<file path="src/rtl/mult_pkg.sv">
// rtl/mult_pkg.sv - shared types and limits for the iterative multiplier
package mult_pkg;

    typedef enum logic [1:0] {
        IDLE,
        CALC,
        DONE
    } mult_state_t;

    // Smallest operand width for which the shift datapath is well formed.
    localparam int MULT_MIN_N = 2;

endpackage

</file>
<file path="src/rtl/mult_step.sv">
// rtl/mult_step.sv - one combinational shift-add / radix-2 Booth iteration
module mult_step #(
    parameter int N = 8
) (
    input  logic [N-1:0] acc,
    input  logic [N-1:0] q,
    input  logic         qm1,
    input  logic         carry,
    input  logic [N-1:0] m,
    input  logic         mode,
    output logic [N-1:0] acc_next,
    output logic [N-1:0] q_next,
    output logic         qm1_next,
    output logic         carry_next
);

    localparam logic [N:0] ONE = {{N{1'b0}}, 1'b1};

    logic [N:0] sum;

    // Add/subtract at N+1 bits, then shift the extended sum down into {A,Q}.
    // In signed mode sum[N] is the true sign, so -2^(N-1) * -2^(N-1) survives.
    always_comb begin
        sum = {carry, acc};
        if (mode) begin
            unique case ({q[0], qm1})
                2'b01:   sum = {acc[N-1], acc} + {m[N-1], m};
                2'b10:   sum = {acc[N-1], acc} + ~{m[N-1], m} + ONE;
                default: sum = {acc[N-1], acc};
            endcase
        end else if (q[0]) begin
            sum = {1'b0, acc} + {1'b0, m};
        end
        acc_next   = sum[N:1];
        q_next     = {sum[0], q[N-1:1]};
        qm1_next   = q[0];
        carry_next = 1'b0;
    end

endmodule

</file>
<file path="src/rtl/seq_mult_signed.sv">
// rtl/seq_mult_signed.sv - iterative signed/unsigned multiplier; MULT_OVF_EN adds overflow output
module seq_mult_signed
    import mult_pkg::*;
#(
    parameter int N = 8
) (
    input  logic           clock,
    input  logic           reset,
    input  logic           start,
    input  logic           signed_mode,
    input  logic [N-1:0]   a,
    input  logic [N-1:0]   b,
    output logic           ready,
    output logic           done,
    output logic [2*N-1:0] product
`ifdef MULT_OVF_EN
    ,
    output logic           overflow
`endif
);

    localparam int CW = $clog2(N + 1);

    if (N < MULT_MIN_N) begin : g_n_check
        $error("seq_mult_signed: N must be at least %0d", MULT_MIN_N);
    end

    mult_state_t    state, state_next;
    logic [N-1:0]   acc, q, m_reg;
    logic           qm1, carry, mode;
    logic [CW-1:0]  count;

    logic [N-1:0]   acc_step, q_step;
    logic           qm1_step, carry_step;
    logic           last_step;
    logic [2*N-1:0] result;

    mult_step #(.N(N)) u_step (
        .acc        (acc),
        .q          (q),
        .qm1        (qm1),
        .carry      (carry),
        .m          (m_reg),
        .mode       (mode),
        .acc_next   (acc_step),
        .q_next     (q_step),
        .qm1_next   (qm1_step),
        .carry_next (carry_step)
    );

    assign last_step = (state == CALC) && (count == CW'(1));
    assign result    = {acc_step, q_step};

    // State register.
    always_ff @(posedge clock or posedge reset) begin
        if (reset) state <= IDLE;
        else       state <= state_next;
    end

    // Next state and handshake outputs.
    always_comb begin
        state_next = state;
        ready      = 1'b0;
        done       = 1'b0;
        unique case (state)
            IDLE: begin
                ready = 1'b1;
                if (start) state_next = CALC;
            end
            CALC: begin
                if (count == CW'(1)) state_next = DONE;
            end
            DONE: begin
                done       = 1'b1;
                state_next = IDLE;
            end
            default: state_next = IDLE;
        endcase
    end

    // Operand capture on accepted start, one iteration per CALC cycle.
    always_ff @(posedge clock or posedge reset) begin
        if (reset) begin
            acc   <= '0;
            q     <= '0;
            m_reg <= '0;
            qm1   <= 1'b0;
            carry <= 1'b0;
            mode  <= 1'b0;
            count <= '0;
        end else if (state == IDLE && start) begin
            acc   <= '0;
            q     <= b;
            m_reg <= a;
            qm1   <= 1'b0;
            carry <= 1'b0;
            mode  <= signed_mode;
            count <= CW'(N);
        end else if (state == CALC) begin
            acc   <= acc_step;
            q     <= q_step;
            qm1   <= qm1_step;
            carry <= carry_step;
            count <= count - CW'(1);
        end
    end

    // Result register: loaded from the final iteration so it is valid with done.
    always_ff @(posedge clock or posedge reset) begin
        if (reset)          product <= '0;
        else if (last_step) product <= result;
    end

`ifdef MULT_OVF_EN
    logic [N:0] upper_signed;
    logic       ovf_calc;

    assign upper_signed = result[2*N-1:N-1];
    assign ovf_calc     = mode ? !((upper_signed == '0) || (&upper_signed))
                               : (|result[2*N-1:N]);

    // Overflow flag follows the product, and is cleared when a new start is taken.
    always_ff @(posedge clock or posedge reset) begin
        if (reset)                      overflow <= 1'b0;
        else if (state == IDLE && start) overflow <= 1'b0;
        else if (last_step)             overflow <= ovf_calc;
    end
`endif

endmodule

</file>
<file path="config.mk">
export PLATFORM = sky130hd
export DESIGN_NAME = seq_mult_signed
export DESIGN_NICKNAME = d
export VERILOG_FILES = /design/src/rtl/mult_pkg.sv /design/src/rtl/mult_step.sv /design/src/rtl/seq_mult_signed.sv
export SDC_FILE = /design/constraint.sdc
export NUM_CORES = 1
export LEC_CHECK = 0
export BUFFER_PORTS_ARGS = -buffer_cell sky130_fd_sc_hd__buf_4
export CAP_MARGIN = 20
export CORE_ASPECT_RATIO = 1.5
export CORE_MARGIN = 5
export CORE_UTILIZATION = 35
export CTS_CLUSTER_DIAMETER = 50
export CTS_CLUSTER_SIZE = 20
export DETAILED_ROUTE_END_ITERATION = 10
export SLEW_MARGIN = 20
export SYNTH_ARGS = -nofsm -noshare
export SYNTH_HDL_FRONTEND = slang
export SYNTH_SLANG_ARGS = --single-unit
export TNS_END_PERCENT = 30
</file>
<file path="constraint.sdc">
create_clock -name clock -period 2.7 [get_ports clock]
set_input_delay 0 -clock clock [delete_from_list [all_inputs] [get_ports clock]]
set_output_delay 0 -clock clock [all_outputs]
set_load 0.01 [all_outputs]
</file>
==> impl_metrics.toml <==
[logic_synthesis]
synth-seq-cells = 48
synth_ff_type = "dfrtp_1"
ys.warnings.count = 0
async_flop_share = 1.000
syn-instance-count = 363
synth_fa_ha_area_frac = 0.09473
synth_compound_area_frac = 0.2058
synth_cell_types = 57
synthXorXnorAreaFrac = 0.02001
synth-edff-count = 0
seq_area_frac_synth = 0.3920
syn_nets = 405
postSynthAreaPerCell_um2 = 8.441
synthesis.area_mm2 = 0.003064
yosys.area_share.simple = 0.2127
muxShareOfSynthArea = 0.01674
synth_top_family_by_area = "simple AND/OR/NAND/NOR gates"

[layout]
area_growth_pct = 25.23
fillerInstances = 820
n_antenna_cell = 0
seq_area_mm2 = 0.001201
nets = 460
drive_above_1_share = 0.1480
design_area_mm2 = 0.003837
regMostFlops = "product"
largest_register_ffs = 16
multi_input_comb_area_mm2 = 0.001692

[setup_path]
worstPathRequired_ns = 2.90
cp-start-kind = "flip-flop"
arrival_ns = 2.73
cp_slowest_stage_delay_ns = 0.58
worstPathCellList = "ha_1, nor3b_1, or3_1, a21o_1, a211o_1, o21ba_1, o31ai_1"
crit_slowest_cell = "ha_1"
crit_fanout = 15
timing.rr.start = "acc[5]"
startpoint = "acc[5]"
endpoint_kind = "flip-flop"
critPathKind = "flip-flop to flip-flop"

[sta]
finalSetupTns_ns = 0
tightest_slew_ns = 0.8623
slew_viol_final = 0
fin_ws_ns = 0.1687
finalCritPeriodShare = 0.9375
max_freq_mhz = 395.1
setup_viol = 0
fin_hold_ws_ns = 0.2965
hold_violations = 0
slew_headroom = 0.4244
finalClockSkew_ns = 0.005912
rsz0062_at_grt = "no"
period_needed_ns = 2.531

[global_route]
grt_pass1_wl_mm = 14.39
grt_max_degree = 49
antenna_found_initial = 0
grt_pass1_vias = 2985
gr-total-overflow = 0
grt_usage = 0.1674

[pwr]
p_leak_nw = 1.824
power_mw = 5.371
pwr_density_cell_mw_per_mm2 = 1400
ir_drop_mv = 0.8607

[clocking]
clk_pin_slew_ns = 0.07
clock_latency_ns = 0.30
post_cts_buffers = 0
cts_tree = "yes"
htreeDepth = 2
cts_buffers = 5
cts_root_buffer = "clkbuf_16"
cts.sinks = 48
clock_path_buffers = 2

[routing]
vias = 2848
wire_per_inst_um = 16.21
wl_mm = 8.529
routed_via_density = 5.414
dr.pass1.iters = 5
drt_first_iter_violations = 247
ant_nets = 0
drt_drc_violations_left = 0

[die]
core_mm2 = 0.008464
start_util = 0.3620
die_area_mm2 = 0.01076
num_rows = 41
die_h_um = 124.6
die_x_um = 86.40
io_pins = 38

[placement]
io_buffers = 37
routabilityCongestion = 0.9411
hpwlAfterDp_mm = 6.176
place_area_mm2 = 0.003493
dp_slack_ns = 0.1418

[hold_path]
worstHoldStart = "start"
min_path_type = "primary input to flip-flop"

[flow_run]
max-cap-violations = 0

[status]
outcome = "finished clean"
-- synthesized netlist by cell type (2+ instances only) --
| cell | number | area [um^2] |
|---|---|---|
| nand3b_1 | 2 | 15.01 |
| nand2_1 | 76 | 285.3 |
| ha_1 | 20 | 250.2 |
| clkbuf_1 | 16 | 60.06 |
| a211o_1 | 2 | 17.52 |
| nor2_1 | 17 | 63.81 |
| nand3_1 | 10 | 50.05 |
| nor3_1 | 10 | 50.05 |
| o31ai_1 | 7 | 52.55 |
| a2111oi_0 | 2 | 17.52 |
| or3_1 | 2 | 12.51 |
| a22oi_1 | 7 | 52.55 |
| nor2b_1 | 6 | 37.54 |
| buf_1 | 2 | 7.510 |
| a21o_1 | 4 | 30.03 |
| nor3b_1 | 3 | 22.52 |
| o22ai_1 | 2 | 12.51 |
| xor2_1 | 4 | 35.03 |
| a31oi_1 | 4 | 25.02 |
| dfrtp_1 | 48 | 1201 |
| nand4_1 | 2 | 12.51 |
| o311a_1 | 3 | 30.03 |
| fa_1 | 2 | 40.04 |
| nor4_1 | 2 | 12.51 |
| o311ai_0 | 2 | 17.52 |
| o21ai_0 | 25 | 125.1 |
| a221oi_1 | 4 | 35.03 |
| nand2b_1 | 8 | 50.05 |
| inv_1 | 25 | 93.84 |
| a211oi_1 | 2 | 15.01 |
| a21oi_1 | 13 | 65.06 |
| mux2i_1 | 4 | 40.04 |
| xnor2_1 | 3 | 26.28 |
-- power by group --
| group | switching [mW] | total [mW] | internal (mW) |
|---|---|---|---|
| logic | 1.90 | 3.29 | 1.39 |
| clock network | 0.302 | 0.678 | 0.376 |
| registers | 0.333 | 1.40 | 1.07 |
| total | 2.54 | 5.37 | 2.83 |
-- final timing paths --
check | end | slack (ns) | depth (start not counted)
min in group asynchronous | product[2] | 0.41 | 3
min | m_reg[3] | 0.30 | 3
max reg2reg | acc[7] | 0.17 | 7
max in group asynchronous | m_reg[4] | 1.76 | 3
max | acc[7] | 0.17 | 7
min reg2reg | product[5] | 0.48 | 2
-- cells by family (layout without fill, tap and decap cells) --
family | count (synthesis) | count (layout)
compound gates | 92 | 92
xor+xnor | 7 | 7
fa+ha+maj | 22 | 22
buf+inv | 46 | 102
flops | 48 | 48
mux | 5 | 5
simple gates | 143 | 143
-- repair_timing --
action	4_1_cts	5_1_grt
hold buffers	18	0
endpoints found under the setup margin	0	4
endpoints found under the hold margin	21	0
gates resized for setup	0	2
-- cell type report --
type | count | area share
multi-input combinational | 269 | 0.4408
sequential | 48 | 0.3130
timing repair buffer | 68 | 0.1448
clock buffer | 6 | 0.03619
tap | 107 | 0.03489
inverter | 26 | 0.02576
clock inverter | 2 | 0.004565
-- worst max-delay path, delay by kind of cell (launching register included) --
kind	cells	cell delay (ns)
compound gates	4	0.93
fa+ha+maj	1	0.58
simple gates	2	0.48
flops	1	0.45
-- cells in the final DEF (no fill, tap or decap), types with 2 or more instances in the layout --
cell type | Yosys | final
nand2b_1 | 8 | 8
nand3b_1 | 2 | 2
inv_1 | 25 | 24
or3_1 | 2 | 2
a2111oi_0 | 2 | 2
nor4_1 | 2 | 2
nor3_1 | 10 | 10
a21o_1 | 4 | 4
nor2b_1 | 6 | 6
xnor2_1 | 3 | 3
xor2_1 | 4 | 4
nor2_1 | 17 | 17
o22ai_1 | 2 | 2
a31oi_1 | 4 | 4
nor3b_1 | 3 | 3
a211oi_1 | 2 | 2
mux2i_1 | 4 | 4
o21ai_0 | 25 | 25
a22oi_1 | 7 | 7
clkbuf_16 | 0 | 5
o31ai_1 | 7 | 7
dlygate4sd3_1 | 0 | 18
a211o_1 | 2 | 2
o311a_1 | 3 | 3
a21oi_1 | 13 | 13
dfrtp_1 | 48 | 48
a221oi_1 | 4 | 3
nand2_1 | 76 | 76
fa_1 | 2 | 2
nand3_1 | 10 | 10
nand4_1 | 2 | 2
ha_1 | 20 | 20
inv_6 | 0 | 2
buf_4 | 1 | 50
-- metal layers --
metal | vias to the layer above | GRT usage | share of wire
met5 | - | 0 | 0
met4 | 0 | 0.09266 | 0.039
met3 | 26 | 0.03243 | 0.037
met2 | 84 | 0.2854 | 0.52
met1 | 1360 | 0.1910 | 0.41
li1 | 1378 | - | -
-- per-stage QoR --
stage,util,std cells
6_report,0.4534,526
5_1_grt,0.4534,526
4_1_cts,0.4525,526
3_5_place_dp,0.4127,500
3_3_place_gp,0.4127,500
2_1_floorplan,-,363
Power figures use the tool's default switching activity.
